$ cat src/rtl/ps2_pkg.sv
// PS/2 mouse protocol constants and controller state encoding.
package ps2_pkg;

  // Host-to-mouse commands
  localparam logic [7:0] CMD_RESET  = 8'hFF;
  localparam logic [7:0] CMD_ENABLE = 8'hF4;

  // Mouse-to-host responses
  localparam logic [7:0] RSP_ACK    = 8'hFA;
  localparam logic [7:0] RSP_RESEND = 8'hFE;
  localparam logic [7:0] RSP_BAT_OK = 8'hAA;
  localparam logic [7:0] RSP_ERROR  = 8'hFC;
  localparam logic [7:0] MOUSE_ID   = 8'h00;

  typedef enum logic [3:0] {
    ST_SEND_RST  = 4'd0,
    ST_WAIT_ACK1 = 4'd1,
    ST_WAIT_BAT  = 4'd2,
    ST_WAIT_ID   = 4'd3,
    ST_SEND_EN   = 4'd4,
    ST_WAIT_ACK2 = 4'd5,
    ST_STREAM_B0 = 4'd6,
    ST_STREAM_B1 = 4'd7,
    ST_STREAM_B2 = 4'd8,
    ST_FAIL      = 4'd9
  } state_t;

endpackage

$ cat src/rtl/ps2_mouse_ctrl_edge_pulse.sv
// Registered rising-edge detector: one-cycle pulse, one clock after the input edge.
module ps2_edge_pulse (
  input  logic clk_i,
  input  logic rst_i,
  input  logic sig_i,
  output logic pulse_o
);

  logic sig_q;
  logic pulse_q;

  // Delay the input and register the 0->1 comparison
  always_ff @(posedge clk_i or posedge rst_i) begin
    if (rst_i) begin
      sig_q   <= 1'b0;
      pulse_q <= 1'b0;
    end else begin
      sig_q   <= sig_i;
      pulse_q <= sig_i & ~sig_q;
    end
  end

  assign pulse_o = pulse_q;

endmodule

$ cat src/rtl/ps2_mouse_ctrl.sv
// PS/2 mouse protocol controller: init handshake, then 3-byte packet assembly.
module ps2_mouse_ctrl #(
  parameter int unsigned PKT_TIMEOUT  = 200000,
  parameter int unsigned RESP_TIMEOUT = 50000000,
  parameter int unsigned MAX_RETRY    = 3
) (
  input  logic       clk,
  input  logic       rst,
  input  logic [7:0] rx_data,
  input  logic       rx_valid,
  input  logic       rx_error,
  output logic [7:0] tx_data,
  output logic       tx_enable,
  input  logic       tx_busy,
  input  logic       tx_complete,
  output logic       init_done,
  output logic       init_fail,
  output logic       packet_valid,
  output logic       btn_left,
  output logic       btn_right,
  output logic       btn_middle,
  output logic [8:0] dx,
  output logic [8:0] dy,
  output logic       x_ovf,
  output logic       y_ovf
);

  import ps2_pkg::*;

  localparam int unsigned TMR_MAX = (PKT_TIMEOUT > RESP_TIMEOUT) ? PKT_TIMEOUT : RESP_TIMEOUT;
  localparam int unsigned TW      = $clog2(TMR_MAX + 1);
  localparam int unsigned RW      = $clog2(MAX_RETRY + 1);

  state_t          state_q, state_d;
  logic            sent_q, sent_d;
  logic [RW-1:0]   retry_q, retry_d;
  logic [TW-1:0]   tmr_q;
  logic            tx_en_q;
  logic [7:0]      tx_data_q;
  logic [7:0]      rx_byte_q;
  logic            rx_err_q;
  logic            byte_ev;
  logic            done_ev;
  logic            init_fault;
  logic            pkt_load;
  logic            tmr_run;
  logic            resp_expired;
  logic            gap_expired;
  // First packet byte without the sync bit: {y_ovf, x_ovf, y_sign, x_sign, mid, right, left}
  logic [6:0]      b0_q;
  logic [7:0]      b1_q;
  logic [2:0]      btn_q;
  logic [8:0]      dx_q, dy_q;
  logic            xovf_q, yovf_q, pv_q;

  ps2_edge_pulse u_rx_edge (
    .clk_i   (clk),
    .rst_i   (rst),
    .sig_i   (rx_valid),
    .pulse_o (byte_ev)
  );

  ps2_edge_pulse u_tx_edge (
    .clk_i   (clk),
    .rst_i   (rst),
    .sig_i   (tx_complete),
    .pulse_o (done_ev)
  );

  assign resp_expired = (tmr_q >= TW'(RESP_TIMEOUT));
  assign gap_expired  = (tmr_q >= TW'(PKT_TIMEOUT));
  assign tmr_run      = (state_q == ST_WAIT_ACK1) || (state_q == ST_WAIT_BAT) ||
                        (state_q == ST_WAIT_ID)   || (state_q == ST_WAIT_ACK2) ||
                        (state_q == ST_STREAM_B1) || (state_q == ST_STREAM_B2);

  // State register with send-handshake progress and retry count
  always_ff @(posedge clk or posedge rst) begin
    if (rst) begin
      state_q <= ST_SEND_RST;
      sent_q  <= 1'b0;
      retry_q <= '0;
    end else begin
      state_q <= state_d;
      sent_q  <= sent_d;
      retry_q <= retry_d;
    end
  end

  // Next-state logic; a received byte always takes precedence over a timeout
  always_comb begin
    state_d    = state_q;
    sent_d     = sent_q;
    retry_d    = retry_q;
    init_fault = 1'b0;
    pkt_load   = 1'b0;
    case (state_q)
      ST_SEND_RST, ST_SEND_EN: begin
        if (tx_en_q && tx_busy) sent_d = 1'b1;
        if (done_ev && sent_q)
          state_d = (state_q == ST_SEND_RST) ? ST_WAIT_ACK1 : ST_WAIT_ACK2;
        else if (byte_ev)
          // Transmitter turned around to receive: drop the byte and send again
          sent_d = 1'b0;
      end
      ST_WAIT_ACK1, ST_WAIT_ACK2: begin
        if (byte_ev) begin
          if (!rx_err_q && rx_byte_q == RSP_ACK)
            state_d = (state_q == ST_WAIT_ACK1) ? ST_WAIT_BAT : ST_STREAM_B0;
          else if (!rx_err_q && rx_byte_q == RSP_RESEND)
            state_d = (state_q == ST_WAIT_ACK1) ? ST_SEND_RST : ST_SEND_EN;
          else
            init_fault = 1'b1;
        end else if (resp_expired) begin
          init_fault = 1'b1;
        end
      end
      ST_WAIT_BAT, ST_WAIT_ID: begin
        if (byte_ev) begin
          if (!rx_err_q && state_q == ST_WAIT_BAT && rx_byte_q == RSP_BAT_OK)
            state_d = ST_WAIT_ID;
          else if (!rx_err_q && state_q == ST_WAIT_ID && rx_byte_q == MOUSE_ID)
            state_d = ST_SEND_EN;
          else
            init_fault = 1'b1;
        end else if (resp_expired) begin
          init_fault = 1'b1;
        end
      end
      ST_STREAM_B0: begin
        if (byte_ev && !rx_err_q && rx_byte_q[3]) state_d = ST_STREAM_B1;
      end
      ST_STREAM_B1: begin
        if (byte_ev) state_d = rx_err_q ? ST_STREAM_B0 : ST_STREAM_B2;
        else if (gap_expired) state_d = ST_STREAM_B0;
      end
      ST_STREAM_B2: begin
        if (byte_ev) begin
          pkt_load = ~rx_err_q;
          state_d  = ST_STREAM_B0;
        end else if (gap_expired) begin
          state_d = ST_STREAM_B0;
        end
      end
      default: ;
    endcase
    if (init_fault) begin
      retry_d = retry_q + RW'(1);
      state_d = (retry_d >= RW'(MAX_RETRY)) ? ST_FAIL : ST_SEND_RST;
    end
    if (state_d != state_q) sent_d = 1'b0;
  end

  // Output decode from current state
  always_comb begin
    tx_data   = tx_data_q;
    tx_enable = tx_en_q & ~tx_busy;
    init_done = (state_q == ST_STREAM_B0) || (state_q == ST_STREAM_B1) ||
                (state_q == ST_STREAM_B2);
    init_fail = (state_q == ST_FAIL);
  end

  // Datapath: timers, send request, byte capture and packet output registers
  always_ff @(posedge clk or posedge rst) begin
    if (rst) begin
      tmr_q     <= '0;
      tx_en_q   <= 1'b0;
      tx_data_q <= '0;
      rx_byte_q <= '0;
      rx_err_q  <= 1'b0;
      b0_q      <= '0;
      b1_q      <= '0;
      btn_q     <= '0;
      dx_q      <= '0;
      dy_q      <= '0;
      xovf_q    <= 1'b0;
      yovf_q    <= 1'b0;
      pv_q      <= 1'b0;
    end else begin
      rx_byte_q <= rx_data;
      rx_err_q  <= rx_error;
      tx_en_q   <= ((state_d == ST_SEND_RST) || (state_d == ST_SEND_EN)) && !sent_d;
      if (state_d == ST_SEND_RST)     tx_data_q <= CMD_RESET;
      else if (state_d == ST_SEND_EN) tx_data_q <= CMD_ENABLE;
      if (state_d != state_q)         tmr_q <= '0;
      else if (tmr_run && tmr_q != '1) tmr_q <= tmr_q + TW'(1);
      if (state_q == ST_STREAM_B0 && state_d == ST_STREAM_B1)
        b0_q <= {rx_byte_q[7:4], rx_byte_q[2:0]};
      if (state_q == ST_STREAM_B1 && state_d == ST_STREAM_B2)
        b1_q <= rx_byte_q;
      pv_q <= pkt_load;
      if (pkt_load) begin
        btn_q  <= b0_q[2:0];
        dx_q   <= {b0_q[3], b1_q};
        dy_q   <= {b0_q[4], rx_byte_q};
        xovf_q <= b0_q[5];
        yovf_q <= b0_q[6];
      end
    end
  end

  assign packet_valid = pv_q;
  assign btn_left     = btn_q[0];
  assign btn_right    = btn_q[1];
  assign btn_middle   = btn_q[2];
  assign dx           = dx_q;
  assign dy           = dy_q;
  assign x_ovf        = xovf_q;
  assign y_ovf        = yovf_q;

endmodule

$ cat config.mk
export PLATFORM = sky130hd
export DESIGN_NAME = ps2_mouse_ctrl
export DESIGN_NICKNAME = d
export VERILOG_FILES = /design/src/rtl/ps2_pkg.sv /design/src/rtl/ps2_mouse_ctrl_edge_pulse.sv /design/src/rtl/ps2_mouse_ctrl.sv
export SDC_FILE = /design/constraint.sdc
export NUM_CORES = 1
export LEC_CHECK = 0
export CAP_MARGIN = 20
export CELL_PAD_IN_SITES_DETAIL_PLACEMENT = 0
export CELL_PAD_IN_SITES_GLOBAL_PLACEMENT = 1
export CORE_ASPECT_RATIO = 0.8
export CORE_MARGIN = 10
export CORE_UTILIZATION = 53
export CTS_CLUSTER_DIAMETER = 60
export CTS_CLUSTER_SIZE = 25
export DETAILED_ROUTE_END_ITERATION = 16
export DONT_BUFFER_PORTS = 1
export PLACE_DENSITY_LB_ADDON = 0.1
export SLEW_MARGIN = 0
export SYNTH_ARGS = -nofsm -noshare
export SYNTH_HDL_FRONTEND = slang
export SYNTH_HIERARCHICAL = 1
export SYNTH_SLANG_ARGS = --single-unit
$ cat constraint.sdc
create_clock -name clk -period 6.6 [get_ports clk]
set_clock_uncertainty 0.05 [all_clocks]
set_input_delay 0.66 -clock clk [delete_from_list [all_inputs] [get_ports clk]]
set_output_delay 0.66 -clock clk [all_outputs]
set_load 0.01 [all_outputs]
-- After elaboration in Yosys (flattened, before gate mapping)
Cells that the tools add are included.
- register bits after elaboration: 94
- bits in latches: 0
- RAM bits: 0
- bits in read-only memories: 0
- input port bits: 14
- output and inout bits: 35
- word-level logic and storage cells: 118
- memories: 0
- add/subtract/negate cells: 2
- multiply operators: 0
- div/mod/pow operators: 0
- order comparisons: 3
- equal/unequal tests: 17
- shift operators: 0
- multiplexer cells: 37
- bitwise operators: 7
- reductions and logical operators: 32
- operators by type and width (cell ; count):
    4-bit 2-to-1 mux ; 14
    26-bit 2-to-1 mux ; 2
    26-bit by 1-bit adder with 26-bit output, second input constant ; 1
    26-bit by 18-bit >= comparator with 1-bit output, second input constant ; 1
    26-bit >= comparator, second input constant ; 1
    26-bit != test, second input constant ; 1
    4-bit by 3-bit equality test with 1-bit output, second input constant ; 6
    8-bit equality test, second input constant ; 3
    4-bit case mux with 6 select lines ; 1
    8-bit 2-to-1 mux ; 2
    1-bit logical AND ; 14
    1-bit 2-to-1 mux ; 14
    4-bit equality test, second input constant ; 3
    3-bit 2-to-1 mux ; 3
    4-bit by 2-bit equality test with 1-bit output, second input constant ; 2
    4-bit logical NOT ; 2
    8-bit logical NOT ; 1
    1-bit logical OR ; 8
    2-bit OR reduction ; 3
    4-bit by 1-bit equality test with 1-bit output, second input constant ; 1
    4-bit != test ; 1
    1-bit NOT ; 4
    2-bit nonzero test ; 2
    1-bit bitwise AND ; 3
    4 further kinds ; 5

-- Depth between registers and ports, before layout
- depth after elaboration: 12
- gate-level depth with buffers: 10
- gate-level depth less buffers: 7

-- Cells and area by module
The synthesis kept the hierarchy.
- by module, submodules not included (module ; instances ; cells each ; area each (um2) ; sequential area each (um2)):
    ps2_mouse_ctrl ; 1 ; 417 ; 4232.8 ; 2102.0
    ps2_edge_pulse ; 2 ; 4 ; 67.6 ; 50.0

-- Worst setup path after synthesis
No wires, ideal clock.
- path type: reg-to-reg
- start point: reg tmr_q[16]
- end point: reg tmr_q[10]
- library setup time: 0.080 ns
- arrival time: 2.230 ns
- data required time: 6.470 ns
- path slack: 4.239 ns
- stages on the path, launching flop included: 10
- buffers on the path: 2
- period minus slack after synthesis: 2.361 ns
- path through: dfrtp_1 buf_6 or4_1 o311a_1 a21oi_2 o32ai_1 mux2i_2 nand3_4 buf_6 nor3_2
- longest elaborated chain between the ends: 7
- elaborated cells on any way between the ends: 16
- those cells by class: order compare (2); eq/ne (2); mux (10); reduce/logical (2)
- RTL lines (item ; line ; source):
    start: declaration ; ps2_mouse_ctrl.sv:37 ; logic [TW-1:0] tmr_q;
    start signal: assignment ; ps2_mouse_ctrl.sv:185 ; else if (tmr_run && tmr_q != '1) tmr_q <= tmr_q + TW'(1);
    26-bit by 18-bit >= comparator with 1-bit output / 26-bit >= comparator (equally long branches) ; ps2_mouse_ctrl.sv:71, ps2_mouse_ctrl.sv:70 ;
    4-bit 2-to-1 mux / 1-bit 2-to-1 mux (equally long branches) ; - ;
    4-bit 2-to-1 mux (tied with other cells) ; ps2_mouse_ctrl.sv:137 ; if (byte_ev) begin
    4-bit case mux with 6 select lines / 1-bit case mux with 2 select lines (equally long branches) ; ps2_mouse_ctrl.sv:96 ; case (state_q)
    4-bit 2-to-1 mux ; ps2_mouse_ctrl.sv:146 ; if (init_fault) begin
    4-bit != test ; ps2_mouse_ctrl.sv:184 ; if (state_d != state_q) tmr_q <= '0;
    26-bit 2-to-1 mux / 2-bit nonzero test (equally long branches) ; - ;
Several ways; a longest one is shown, not always the timed one.
A chain may end at the register's enable or synchronous reset.

-- Worst setup path after layout
- start point: reg state_q[1]
- end point: reg tmr_q[19]
- longest elaborated chain between the ends: 10
- elaborated cells on any way between the ends: 45
- those cells by class: eq/ne (9); mux (21); reduce/logical (15)
- RTL lines (item ; line ; source):
    start: declaration ; ps2_mouse_ctrl.sv:34 ; state_t state_q, state_d;
    start signal: assignment ; ps2_mouse_ctrl.sv:83 ; state_q <= state_d;
    4-bit by 2-bit equality test with 1-bit output ; ps2_mouse_ctrl.sv:73, ps2_mouse_ctrl.sv:96, ps2_mouse_ctrl.sv:121 ;
    1-bit logical AND (2 in a row) ; ps2_mouse_ctrl.sv:121 ; else if (!rx_err_q && state_q == ST_WAIT_ID && rx_byte_q == MOUSE_ID)
    4-bit 2-to-1 mux / 1-bit 2-to-1 mux (equally long branches) ; ps2_mouse_ctrl.sv:121 ;
    4-bit 2-to-1 mux / 1-bit 2-to-1 mux (equally long branches) ; ps2_mouse_ctrl.sv:119 ; if (!rx_err_q && state_q == ST_WAIT_BAT && rx_byte_q == RSP_BAT_OK)
    4-bit 2-to-1 mux / 1-bit 2-to-1 mux (equally long branches) ; ps2_mouse_ctrl.sv:118 ; if (byte_ev) begin
    4-bit case mux with 6 select lines / 1-bit case mux with 2 select lines (equally long branches) ; ps2_mouse_ctrl.sv:96 ;
    4-bit 2-to-1 mux ; ps2_mouse_ctrl.sv:146 ;
    4-bit != test ; ps2_mouse_ctrl.sv:184 ;
    26-bit 2-to-1 mux / 2-bit nonzero test (equally long branches) ; - ;
Several ways; a longest one is shown, not always the timed one.

==> impl_metrics.env <==
export IMPL_status="completed"
export IMPL_drt_iter0_drc=274
export IMPL_synth_warning_count=6
export IMPL_drtPass1Iterations=5
export IMPL_min_period_over_period_pct=47.42
export IMPL_vias=2993
export IMPL_wl_per_cell_um=17.50
export IMPL_cts_tree="yes"
export IMPL_dpl_hpwl_um=6437
export IMPL_post_cts_setup_buffers=0
export IMPL_fin_util_pct=58.23
export IMPL_initial_core_util_pct=54.72
export IMPL_worst_pin_slew_ns=1.043
export IMPL_total_power_w=0.001629
export IMPL_drcViolationCount=0
export IMPL_grt_overflow=0
export IMPL_comb_power_share_pct=31.2
export IMPL_layout_commonest_cell="dfrtp_1"
export IMPL_viasPerCell=5.637
export IMPL_p_per_area_mw_per_mm2=350.5
export IMPL_synth_fp_nets=442
export IMPL_drv_cap=0
export IMPL_arrival_ns=3.28
export IMPL_finalSetupViolations=0
export IMPL_antenna_left=0
export IMPL_die_area_mm2=0.01230
export IMPL_final_cell_mix="dfrtp_1 (88), nand2_1 (85), nor3_1 (21)"
export IMPL_synth_edf_count=0
export IMPL_busiest_layer="met1"
export IMPL_ff_latch_area_mm2=0.002202
export IMPL_swShare_pct=39.62
export IMPL_required_ns=6.75
export IMPL_clock_latency_ns=0.35
export IMPL_p_sw_w=0.0006455
export IMPL_dieHeight_um=101.2
export IMPL_intPower_w=0.0009839
export IMPL_multi_input_area_mm2=0.001958
export IMPL_p_leak_nw=2.105
export IMPL_tns_ns=0
export IMPL_cp_end_kind="flip-flop"
export IMPL_routed_wl_um=9290
export IMPL_fillers=700
export IMPL_grt_use_met3_pct=4.503
export IMPL_rsz0062_at_grt="false"
export IMPL_fin_crit_ns=3.130
export IMPL_cp_slowest_cell="o211ai_4"
export IMPL_slowest_delay_ns=0.83
export IMPL_slew_headroom_pct=30.15
export IMPL_grt_use_total_pct=15.31
export IMPL_ir_drop_mv=0.2348
export IMPL_ys_flop_type="dfrtp_1"
export IMPL_antenna_found_initial=1
export IMPL_gp_congestion=0.8974
export IMPL_met1_usage_pct=24.29
export IMPL_area_growth_pct=6.417
export IMPL_grtUsageMet2_pct=19.07
export IMPL_synth_async_reset_ratio_pct=100.0
export IMPL_clock_path_buffers=2
export IMPL_clkPwrFrac_pct=26.4
export IMPL_hold_viol=0
export IMPL_clk_pin_slew_worst_paths_ns=0.10
export IMPL_grt_pass1_vias=2806
export IMPL_power_share_sequential_pct=42.4
export IMPL_drv_slew=0
export IMPL_path_cells="or3b_1 -> a21oi_1 -> a211oi_2 -> nor2_2 -> nor2_2 -> o211ai_4 -> nor3_1"
export IMPL_synth_cell_type_count=64
export IMPL_grt_max_degree=85
export IMPL_critPathKind="reg -> reg"
export IMPL_placed_area_mm2=0.004368
export IMPL_synth_seq_cells=88
export IMPL_numCtsBuffers=9
export IMPL_hp_class="in -> async"
export IMPL_clock_fmax_mhz=319.5
export IMPL_pin_count=49
export IMPL_root_buffer="clkbuf_8"
export IMPL_netlist_area_mm2=0.004368
export IMPL_grt_pass1_wl_um=15180
export IMPL_syn_avg_cell_area_um2=10.28
export IMPL_yosysSeqAreaShare_pct=50.42
export IMPL_critPathMostFrequentCell="nor2_2"
export IMPL_fp_row_count=29
export IMPL_core_mm2=0.007983
export IMPL_portBuffers=0
export IMPL_synth_cells=425
export IMPL_final_nets=434
export IMPL_htree_num_levels=3
export IMPL_final_cells=531
export IMPL_dp_cells=511
export IMPL_final_area_mm2=0.004648
export IMPL_clock_sinks=88
export IMPL_dieWidth_um=121.5
export IMPL_cp_start_kind="flip-flop"
export IMPL_drive_above_1_share_pct=17.54
export IMPL_critPathMaxFanout=27
export IMPL_cts_resized=0
==> per-stage QoR <==
stage	hold WS (ns)	worst slack [ns]
3_5_place_dp	0.3582	3.471
4_1_cts	0.2626	3.461
3_3_place_gp	0.3561	3.563
5_1_grt	0.2318	3.225
6_report	0.2015	3.470
2_1_floorplan	0.3512	3.725
==> worst max-delay path, delay by kind of cell, from the launching register on <==
kind | cells | cell delay (ns)
flip-flops | 1 | 0.63
AO/OA/AOI/OAI | 3 | 1.27
AND/OR/NAND/NOR | 4 | 1.01
==> timing repair <==
action / in CTS / in global routing
endpoints found under the setup margin: 0 / 0
hold buffers: 1 / 0
endpoints found under the hold margin: 4 / 0
==> power groups by stage <==
stage | Sequential (W) | Combinational, W | Clock [W]
global placement | 0.000700 | 0.000502 | 0
floorplan | 0.000662 | 0.000480 | 0
global route | 0.000705 | 0.000557 | 0.000461
detailed placement | 0.000703 | 0.000505 | 0
finish | 0.000691 | 0.000508 | 0.000431
CTS | 0.000692 | 0.000508 | 0.000443
==> state kept, by name, indices dropped and copies added, names as in the netlist <==
| name | count |
|---|---|
| b0_q | 7 |
| b1_q | 8 |
| btn_q | 3 |
| dx | 9 |
| dy | 9 |
| packet_valid | 1 |
| retry_q | 2 |
| rx_byte_q | 8 |
| rx_err_q | 1 |
| sent_q | 1 |
| state_q | 4 |
| tmr_q | 26 |
| tx_data | 2 |
| tx_en_q | 1 |
| u_rx_edge/pulse_o | 1 |
| u_rx_edge/sig_q | 1 |
| u_tx_edge/pulse_o | 1 |
| u_tx_edge/sig_q | 1 |
| x_ovf | 1 |
| y_ovf | 1 |
==> cells in the mapped netlist (all sizes together), types with 2 or more instances <==
cell type | instances | area share, %
nor2 | 20 | 1.8
nand2b | 2 | 0.29
nand3 | 16 | 2.1
o21a | 3 | 0.52
a21oi | 8 | 1.1
nor3 | 41 | 7.0
nand3b | 2 | 0.34
nor3b | 2 | 0.34
o211ai | 3 | 0.95
o21ai | 3 | 0.43
a2bb2oi | 2 | 0.40
buf | 15 | 2.7
nor2b | 6 | 1.2
or3 | 2 | 0.29
a31oi | 4 | 0.57
or2 | 2 | 0.29
nor4 | 3 | 0.43
ha | 3 | 0.86
nand4 | 9 | 1.3
and2 | 2 | 0.29
inv | 15 | 1.3
o22ai | 2 | 0.43
xor2 | 16 | 3.2
nand4b | 4 | 0.80
and4 | 2 | 0.40
dfrtp | 88 | 50
mux2i | 5 | 1.2
mux2 | 15 | 3.9
xnor2 | 10 | 2.0
and3 | 5 | 0.72
nand2 | 85 | 7.3
or3b | 2 | 0.40
or4 | 4 | 0.69
a41oi | 2 | 0.40
clkbuf | 9 | 0.77
==> area by class of cell <==
type                            instances  share of cell area [%]
Antenna cell                            1                 0.05384
Clock buffer                            9                   2.665
Clock inverter                          7                   2.342
Inverter                               15                   1.238
Multi-Input combinational cell        298                   42.13
Sequential cell                        88                   47.38
Tap cell                              108                   2.907
Timing Repair Buffer                    5                   1.292
==> metal layers <==
metal  vias to the layer above  part of all wire [%]
li1                       1451                     -
met1                      1431                    51
met2                       102                    40
met3                         9                   8.3
met4                         0                  0.98
met5                         -                     0
==> final timing paths <==
| check | start | end | slack (ns) | depth (start not counted) |
|---|---|---|---|---|
| min | rst | sent_q$_DFF_PP0_ | 0.20 | 2 |
| max in group asynchronous | rst | x_ovf$_DFFE_PP0P_ | 5.70 | 3 |
| max reg2reg | state_q[1]$_DFF_PP0_ | tmr_q[19]$_DFFE_PP0P_ | 3.47 | 7 |
| min reg2reg | u_rx_edge/sig_q$_DFF_PP0_ | u_rx_edge/pulse_o$_DFF_PP0_ | 0.40 | 1 |
| max | state_q[1]$_DFF_PP0_ | tmr_q[19]$_DFFE_PP0P_ | 3.47 | 7 |
| min in group clk | rx_valid | u_rx_edge/sig_q$_DFF_PP0_ | 0.27 | 0 |
==> logic make-up after synthesis <==
logic type / count (synthesis) / synth area share [%]
fa+ha+maj: 3 / 0.8594
simple gates: 212 / 26.75
buf+inv: 39 / 4.755
mux: 20 / 5.099
flops: 88 / 50.42
xor+xnor: 26 / 5.213
compound gates: 37 / 6.904
Power figures use the tool's default switching activity.
